**config.mk**
```make
export PLATFORM = sky130hd
export DESIGN_NAME = mem_arbiter
export DESIGN_NICKNAME = d
export VERILOG_FILES = /design/src/rtl/mem_arbiter.sv
export SDC_FILE = /design/constraint.sdc
export NUM_CORES = 1
export LEC_CHECK = 0
export ABC_AREA = 0
export CORE_MARGIN = 2
export CORE_UTILIZATION = 42
export CTS_CLUSTER_SIZE = 30
export DETAILED_ROUTE_END_ITERATION = 7
export PLACE_DENSITY = 0.84
export SLEW_MARGIN = 25
export SYNTH_ARGS = -nofsm -noshare
export SYNTH_HDL_FRONTEND = slang
export SYNTH_SLANG_ARGS = --single-unit
```
**constraint.sdc**
```tcl
create_clock -name clk -period 2.52 [get_ports clk]
set_clock_uncertainty 0.05 [all_clocks]
set_input_delay 0.63 -clock clk [delete_from_list [all_inputs] [get_ports clk]]
set_output_delay 0.63 -clock clk [all_outputs]
set_load 0.02 [all_outputs]
```
**src/rtl/mem_arbiter.sv**
```systemverilog
// -----------------------------------------------------------------------------
// mem_arbiter
//   Shares one external memory port between two requesters: port 0 is the
//   multicycle CPU core, port 1 an auxiliary master (boot loader / debug DMA).
//   Round-robin arbitration, registered memory strobes, a variable-latency
//   memory handshake (mem_ready), and a one-cycle acknowledge per requester.
//
// Optional feature macro: MEMARB_STATS_EN
//   When defined, adds saturating per-port grant counters m0_count/m1_count
//   (STATW bits each), incremented once per completed access.
//
// Parameters
//   WIDTH   data and address width
//   STATW   width of each statistics counter (MEMARB_STATS_EN only)
//
// Ports
//   clk, rst                 clock (rising edge), synchronous active-high reset
//   mX_req/we/adr/wdata      requester X access request and its attributes
//   mX_ack                   requester X completion pulse (one cycle)
//   mX_rdata                 requester X read data, valid from mX_ack, held
//   mem_read/mem_write       registered memory strobes (never both high)
//   mem_adr/mem_wdata        registered memory address / write data
//   mem_rdata/mem_ready      memory read data / access-complete handshake
//   grant                    one-hot current owner, 2'b00 when idle
//   m0_count/m1_count        grant statistics (MEMARB_STATS_EN only)
// -----------------------------------------------------------------------------
module mem_arbiter #(
    parameter int WIDTH = 8
`ifdef MEMARB_STATS_EN
    ,
    parameter int STATW = 16
`endif
) (
    input  logic             clk,
    input  logic             rst,
    input  logic             m0_req,
    input  logic             m0_we,
    input  logic [WIDTH-1:0] m0_adr,
    input  logic [WIDTH-1:0] m0_wdata,
    output logic             m0_ack,
    output logic [WIDTH-1:0] m0_rdata,
    input  logic             m1_req,
    input  logic             m1_we,
    input  logic [WIDTH-1:0] m1_adr,
    input  logic [WIDTH-1:0] m1_wdata,
    output logic             m1_ack,
    output logic [WIDTH-1:0] m1_rdata,
    output logic             mem_read,
    output logic             mem_write,
    output logic [WIDTH-1:0] mem_adr,
    output logic [WIDTH-1:0] mem_wdata,
    input  logic [WIDTH-1:0] mem_rdata,
    input  logic             mem_ready,
    output logic [1:0]       grant
`ifdef MEMARB_STATS_EN
    ,
    output logic [STATW-1:0] m0_count,
    output logic [STATW-1:0] m1_count
`endif
);

    typedef enum logic [1:0] {
        IDLE  = 2'd0,
        BUSY0 = 2'd1,
        BUSY1 = 2'd2
    } state_t;

    state_t           state_r;
    state_t           next_state_s;
    logic             last_grant_r;     // 1: port 1 owned the memory last

    logic             elig0_s;
    logic             elig1_s;
    logic             start_s;
    logic             pick1_s;

    logic             sel_we_s;
    logic [WIDTH-1:0] sel_adr_s;
    logic [WIDTH-1:0] sel_wdata_s;

    logic             mem_read_nxt_s;
    logic             mem_write_nxt_s;
    logic [WIDTH-1:0] mem_adr_nxt_s;
    logic [WIDTH-1:0] mem_wdata_nxt_s;
    logic [1:0]       grant_nxt_s;
    logic             last_grant_nxt_s;
    logic             m0_ack_nxt_s;
    logic             m1_ack_nxt_s;
    logic [WIDTH-1:0] m0_rdata_nxt_s;
    logic [WIDTH-1:0] m1_rdata_nxt_s;

    // Arbitration decision: a port acked this cycle still shows its old req,
    // so it is masked out; on contention the port that did not go last wins.
    always_comb begin
        elig0_s     = m0_req & ~m0_ack;
        elig1_s     = m1_req & ~m1_ack;
        start_s     = elig0_s | elig1_s;
        pick1_s     = (elig0_s & elig1_s) ? ~last_grant_r : elig1_s;
        sel_we_s    = pick1_s ? m1_we    : m0_we;
        sel_adr_s   = pick1_s ? m1_adr   : m0_adr;
        sel_wdata_s = pick1_s ? m1_wdata : m0_wdata;
    end

    // State register.
    always_ff @(posedge clk) begin
        if (rst) begin
            state_r <= IDLE;
        end else begin
            state_r <= next_state_s;
        end
    end

    // Next-state logic.
    always_comb begin
        next_state_s = state_r;
        case (state_r)
            IDLE: begin
                if (start_s) begin
                    next_state_s = pick1_s ? BUSY1 : BUSY0;
                end else begin
                    next_state_s = IDLE;
                end
            end
            BUSY0: begin
                if (mem_ready) begin
                    next_state_s = IDLE;
                end else begin
                    next_state_s = BUSY0;
                end
            end
            BUSY1: begin
                if (mem_ready) begin
                    next_state_s = IDLE;
                end else begin
                    next_state_s = BUSY1;
                end
            end
            default: begin
                next_state_s = IDLE;
            end
        endcase
    end

    // Output logic: next values of every registered output.
    always_comb begin
        mem_read_nxt_s   = mem_read;
        mem_write_nxt_s  = mem_write;
        mem_adr_nxt_s    = mem_adr;
        mem_wdata_nxt_s  = mem_wdata;
        grant_nxt_s      = grant;
        last_grant_nxt_s = last_grant_r;
        m0_ack_nxt_s     = 1'b0;
        m1_ack_nxt_s     = 1'b0;
        m0_rdata_nxt_s   = m0_rdata;
        m1_rdata_nxt_s   = m1_rdata;
        case (state_r)
            IDLE: begin
                if (start_s) begin
                    // Strobes derive from a single we bit, so only one is high.
                    mem_read_nxt_s   = ~sel_we_s;
                    mem_write_nxt_s  = sel_we_s;
                    mem_adr_nxt_s    = sel_adr_s;
                    mem_wdata_nxt_s  = sel_wdata_s;
                    grant_nxt_s      = pick1_s ? 2'b10 : 2'b01;
                    last_grant_nxt_s = pick1_s;
                end else begin
                    // mem_ready while idle has no effect.
                    mem_read_nxt_s   = 1'b0;
                    mem_write_nxt_s  = 1'b0;
                    grant_nxt_s      = 2'b00;
                end
            end
            BUSY0: begin
                if (mem_ready) begin
                    mem_read_nxt_s  = 1'b0;
                    mem_write_nxt_s = 1'b0;
                    grant_nxt_s     = 2'b00;
                    m0_ack_nxt_s    = 1'b1;
                    if (mem_read) begin
                        m0_rdata_nxt_s = mem_rdata;
                    end else begin
                        m0_rdata_nxt_s = m0_rdata;
                    end
                end else begin
                    grant_nxt_s = 2'b01;
                end
            end
            BUSY1: begin
                if (mem_ready) begin
                    mem_read_nxt_s  = 1'b0;
                    mem_write_nxt_s = 1'b0;
                    grant_nxt_s     = 2'b00;
                    m1_ack_nxt_s    = 1'b1;
                    if (mem_read) begin
                        m1_rdata_nxt_s = mem_rdata;
                    end else begin
                        m1_rdata_nxt_s = m1_rdata;
                    end
                end else begin
                    grant_nxt_s = 2'b10;
                end
            end
            default: begin
                mem_read_nxt_s  = 1'b0;
                mem_write_nxt_s = 1'b0;
                grant_nxt_s     = 2'b00;
            end
        endcase
    end

    // Output and arbitration-history registers.
    always_ff @(posedge clk) begin
        if (rst) begin
            mem_read     <= 1'b0;
            mem_write    <= 1'b0;
            mem_adr      <= {WIDTH{1'b0}};
            mem_wdata    <= {WIDTH{1'b0}};
            grant        <= 2'b00;
            last_grant_r <= 1'b1;
            m0_ack       <= 1'b0;
            m1_ack       <= 1'b0;
            m0_rdata     <= {WIDTH{1'b0}};
            m1_rdata     <= {WIDTH{1'b0}};
        end else begin
            mem_read     <= mem_read_nxt_s;
            mem_write    <= mem_write_nxt_s;
            mem_adr      <= mem_adr_nxt_s;
            mem_wdata    <= mem_wdata_nxt_s;
            grant        <= grant_nxt_s;
            last_grant_r <= last_grant_nxt_s;
            m0_ack       <= m0_ack_nxt_s;
            m1_ack       <= m1_ack_nxt_s;
            m0_rdata     <= m0_rdata_nxt_s;
            m1_rdata     <= m1_rdata_nxt_s;
        end
    end

`ifdef MEMARB_STATS_EN
    // Saturating per-port completion counters, stepped by each ack pulse.
    always_ff @(posedge clk) begin
        if (rst) begin
            m0_count <= {STATW{1'b0}};
            m1_count <= {STATW{1'b0}};
        end else begin
            if (m0_ack && (m0_count != {STATW{1'b1}})) begin
                m0_count <= m0_count + 1'b1;
            end else begin
                m0_count <= m0_count;
            end
            if (m1_ack && (m1_count != {STATW{1'b1}})) begin
                m1_count <= m1_count + 1'b1;
            end else begin
                m1_count <= m1_count;
            end
        end
    end
`endif

endmodule

```
Word-level counts from Yosys, hierarchy flattened:

Cells that the tools add are included.

* bits of input ports: 47
* output and inout port bits: 38
* flip-flop bits (word level): 39

* reduce and logical (&&, ||, !) cells: 7
* bitwise gates (word level): 10
* equal/unequal tests: 3
* muxes and demuxes: 15

Operators by type and width (count)
* $mux W8: 2
* $mux W1: 7
* $mux W2: 3
* $not A1 Y1: 6
* $pmux W2 S3: 1
* $reduce_and A3 Y1: 2
* $reduce_or A2 Y1: 3
* $pmux W1 S2: 2
* $and A1 B1 Y1: 3
* $eq A2 B1 Y1 const B: 1
* $eq A2 B2 Y1 const B: 1
* $logic_not A2 Y1: 1
* $ne A2 B1 Y1 const B: 1
* $reduce_and A2 Y1: 1
* $or A1 B1 Y1: 1

Depth between registers and ports, before layout:

* word-level depth: 8
* mapped depth: 7

Worst setup path before layout:

Ideal clock, no wire load.

* path type: input-to-reg
* from: in m0_req
* to: reg last_grant_r
* path slack: 0.947 ns
* stages: 5
* setup time: 0.122 ns
* arrival: 1.401 ns
* data required time: 2.348 ns
* cells stage by stage: nand3b_1 and2_4 buf_6 buf_8 a221o_1

* word-level cells in the longest chain between the ends: 3

RTL lines
* start, declared: RTL line 36 `input logic m0_req,`
* $and A1 B1 Y1 *: RTL line 95 `elig0_s = m0_req & ~m0_ack;`
* $and A1 B1 Y1 / $or A1 B1 Y1 (equally long branches): RTL line 98, 97
* $mux W1 / $reduce_and A2 Y1 (equally long branches)
* end signal, assigned: RTL line 230 `last_grant_r <= last_grant_nxt_s;`
* end, declared: RTL line 70 `logic last_grant_r;`

Every way passes the cells marked *; elsewhere a longest branch is shown, timed or not.
A chain may end at the register's enable or synchronous reset.

Worst setup path in the final report:

* from: reg mem_read
* to: out mem_read

RTL lines
* start, declared: RTL line 48 `output logic mem_read,`
* start signal, assigned: RTL line 225 `mem_read <= mem_read_nxt_s;`

No word-level cell between the ends.

==> key figures <==
CTS
  – Source-to-sink clock delay at the later pin of the worst-skew pair: 0.28 ns
  – CTS H-tree depth: 2
  – Sink count of the clock tree: 39
  – Max clock buf depth: 2
  – Post-CTS Setup Repair Bufs: 0
  – TritonCTS buffer count: 5
  – Clock tree from TritonCTS: done
  – Root Buffer: sky130_fd_sc_hd__clkbuf_8
  – CTS-repair resized insts: 0
  – Hold Buf Count CTS: 0
  – Clk slew on worst S/H paths: around 0.08 ns

STA
  – Total Neg Setup Slack: 0 ns
  – Maximum achievable frequency: 497 MHz
  – Final critical path time including I/O delays and setup: just over 2 ns
  – Worst rel slew slack: 0.763
  – Number of max-slew violations in the final report: 0
  – Setup ws final: about 0.51 ns
  – RSZ-0062 raised after global routing: false
  – Slew at the pin closest to its max-slew limit: roughly 0.35 ns
  – Share of the cycle needed by the critical path after routing: 0.799
  – Count of endpoints failing hold in the final timing report: 0
  – Total setup violations reported at the end of the flow: 0

GRT
  – First-pass GRT wire length: between 6 and 7 mm
  – Met2 global-route usage: 0.343
  – Highest-utilization routing layer at the global route stage: met2
  – Met1 track demand over resource in global routing: 0.217
  – Met3 layer usage reported by global route: 0.0777
  – Via count of the first global-routing pass: between 1500 and 2000
  – Number of antenna violations at the first check in global routing: 0
  – GRT Total Usage: 0.193
  – Leftover overflow at the end of global routing: 0
  – Pin count of the biggest net entering global routing: 36

Drt
  – DR vias: 1517
  – Routed vias/inst: around 5
  – Final routed DRC violation total: 0
  – Drt first pass iters: 4
  – First-iteration detailed-routing DRC count: 56
  – Drt wl/cell: 13.3 µm
  – Final Routed Wirelength: between 4 and 5 mm
  – Remaining number of nets flagged by the antenna check after routing: 0

Logic synthesis
  – Yosys synthesis warning count: 0
  – Largest family of logic cells by synthesized area: simple AND/OR/NAND/NOR gates
  – Fraction of synthesized cell area in xor and xnor cells: 0
  – Portion of synthesized cell area occupied by the leading cell type: 0.475
  – Adder-Cell Fraction of Synth Area: 0.0304
  – Post-synthesis async set-or-reset flop share: 0
  – Multiplexer area fraction after synthesis: 0.103
  – FF+latch count, synth: 39
  – Share of synthesized area occupied by flip-flops and latches: 0.475
  – Primary FF master, synth: sky130_fd_sc_hd__dfxtp_1
  – Cells after Synth: 178
  – Synthesized-area fraction occupied by ao, oa, aoi and oai cells: 0.111
  – Post-synthesis share of cell area spent on and, or, nand and nor gates: 0.223
  – Synthesized net count: around 230
  – Most frequent cells after synthesis: 39 x sky130_fd_sc_hd__dfxtp_1, 34 x sky130_fd_sc_hd__nand2_1, 33 x sky130_fd_sc_hd__nor2_1, 17 x sky130_fd_sc_hd__mux2i_1, 16 x sky130_fd_sc_hd__a311oi_1
  – Cell taking the most area after synthesis: sky130_fd_sc_hd__dfxtp_1
  – Cell variety after synth: 25
  – Number of flops mapped to enable cells by yosys: 0
  – Main area contributors after synthesis: sky130_fd_sc_hd__dfxtp_1 47%, sky130_fd_sc_hd__mux2i_1 10%, sky130_fd_sc_hd__a311oi_1 8.5%
  – Total standard cell area after synthesis: 1650 µm²
  – Mean post-synth cell area: between 9 and 10 µm²
  – Count leader, synth: sky130_fd_sc_hd__dfxtp_1

Setup path
  – Critical Path Max Stage Delay: 0.63 ns
  – Critical Path Start: mem_read
  – Worst path required time: 1.84 ns
  – Path depth of the worst reg2reg path: 6
  – CP Cell Sequence: clkdlybuf4s50_1
  – Cell depth of the worst setup path: 1
  – CP delay by family, top: buffers and inverters
  – Critical R2R Capture: mem_adr[4]
  – Category of the worst setup path capture point: output pin
  – Critical setup path kind: flop to output pin
  – Largest fanout on the critical path: 4
  – Bufs and invs on worst path: 1
  – Capturing element of the worst setup path: mem_read
  – Slack of the worst reg-to-reg path: approximately 0.96 ns
  – Max stage delay cell, worst path: sky130_fd_sc_hd__clkdlybuf4s50_1
  – Startpoint class of the critical path: flop
  – Startpoint of the worst register-to-register path: grant[0]
  – Crit path DAT: 1.33 ns

Place
  – DP Wirelength: about 3 mm
  – Final weighted congestion in routability-driven placement: 0.702
  – IO buf count: 84
  – Post-detailed-placement cell area: between 2000 and 2500 µm²
  – Post-place setup slack: between 0.3 and 0.4 ns

Final layout
  – Final nets: between 300 and 400
  – Final non-filler cell area: approximately 2600 µm²
  – Antenna diode instance count: 0
  – Syn-to-layout area delta: 57.9%
  – Fraction of layout instances using a drive strength above 1: 0.0573
  – Post-layout util: 0.699

Worst hold path
  – Min-Delay Path Class: flop to flop
  – HP Start: m1_rdata[2]

Floorplan
  – Floorplan Core Area: about 3700 µm²
  – Die extent in x: roughly 67 µm
  – Initial core utilization: 0.443
  – Die ar.: 4430 µm²
  – Row count: 22
  – Ports placed on the boundary: 85
  – Chip Height: between 60 and 70 µm

Power and ir drop
  – Power per Cell Area: slightly above 600 nW/µm²
  – IR drop worst, VDD: roughly 0.00042 V
  – Leak: around 1.1 nW

Run
  – Max-cap violation count: 0

Status
  – Status: complete, no violations
[report_power, final]
group,internal (W),switching [W],leakage [nW]
combinational,0.000224,0.000212,0.752
sequential,0.000670,0.0000305,0.319
clock,0.000250,0.000205,0.0515
total,0.00114,0.000447,1.12
[cells in the final DEF (no fill, tap or decap)]
cell	instances
sky130_fd_sc_hd__dfxtp_1	39
sky130_fd_sc_hd__a32o_1	1
sky130_fd_sc_hd__o21ai_0	1
sky130_fd_sc_hd__a221o_1	1
sky130_fd_sc_hd__nand2_2	1
sky130_fd_sc_hd__and3b_1	2
sky130_fd_sc_hd__inv_1	3
sky130_fd_sc_hd__o21a_1	1
sky130_fd_sc_hd__mux2i_1	17
sky130_fd_sc_hd__buf_4	2
sky130_fd_sc_hd__a21oi_1	2
sky130_fd_sc_hd__and2_4	1
sky130_fd_sc_hd__clkbuf_8	7
sky130_fd_sc_hd__nor2_1	33
sky130_fd_sc_hd__ha_1	4
sky130_fd_sc_hd__nand2_1	34
sky130_fd_sc_hd__a311oi_1	16
sky130_fd_sc_hd__clkdlybuf4s50_1	84
sky130_fd_sc_hd__nand3_2	2
sky130_fd_sc_hd__clkbuf_1	1
sky130_fd_sc_hd__nor2b_1	5
sky130_fd_sc_hd__buf_12	1
sky130_fd_sc_hd__nor3_1	2
sky130_fd_sc_hd__nand3b_1	1
sky130_fd_sc_hd__nor2b_4	1
[cell families (layout without fill, tap and decap cells)]
| logic type | Yosys count | after routing |
|---|---|---|
| and+or+nand+nor | 82 | 82 |
| AOI/OAI and AO/OA | 22 | 22 |
| muxes | 17 | 17 |
| adders and majority gates | 4 | 4 |
| buffers and inverters | 14 | 98 |
| DFF | 39 | 39 |
[routing by layer]
layer  up-vias  wire length (µm)
li1        771                 -
met4         0                 8
met5         -                 0
met1       689              1770
met3         2               331
met2        55              2010
[layout make-up]
class,instances,area [µm²]
Clock buffer,8,100
Fill cell,302,1120
Sequential cell,39,781
Inverter,3,11.3
Tap cell,48,60.1
Multi-Input combinational cell,125,769
Timing Repair Buffer,87,876
[flip-flops by register name, summed over array words and instances, names as in the netlist]
name / flops
mem_write: 1
m0_rdata: 8
m0_ack: 1
mem_adr: 8
m1_rdata: 8
mem_read: 1
m1_ack: 1
mem_wdata: 8
grant: 2
last_grant_r: 1
[worst min-delay path, stage by stage (launching register included)]
cell and delay, ns:
sky130_fd_sc_hd__dfxtp_1 0.32, sky130_fd_sc_hd__mux2i_1 0.07, sky130_fd_sc_hd__nor2_1 0.08
[worst min-delay path by stage]
stage	to	slack [ns]	cells after the start
after detailed placement	last_grant_r	0.43	1
after floorplan	last_grant_r	0.41	1
final	m1_rdata[2]	0.45	2
after CTS	last_grant_r	0.45	1
after global placement	mem_write	0.40	2
after global routing	mem_wdata[4]	0.47	2
[through the flow]
step                std cells  power [W]  hold slack, ns
floorplan                 178   0.000954           0.407
global placement          302    0.00114           0.403
detailed placement        302    0.00115           0.428
CTS                       310    0.00161           0.447
global route              310    0.00167           0.471
finish                    310    0.00159           0.448
Note: power is estimated with default switching activity, not from simulation.
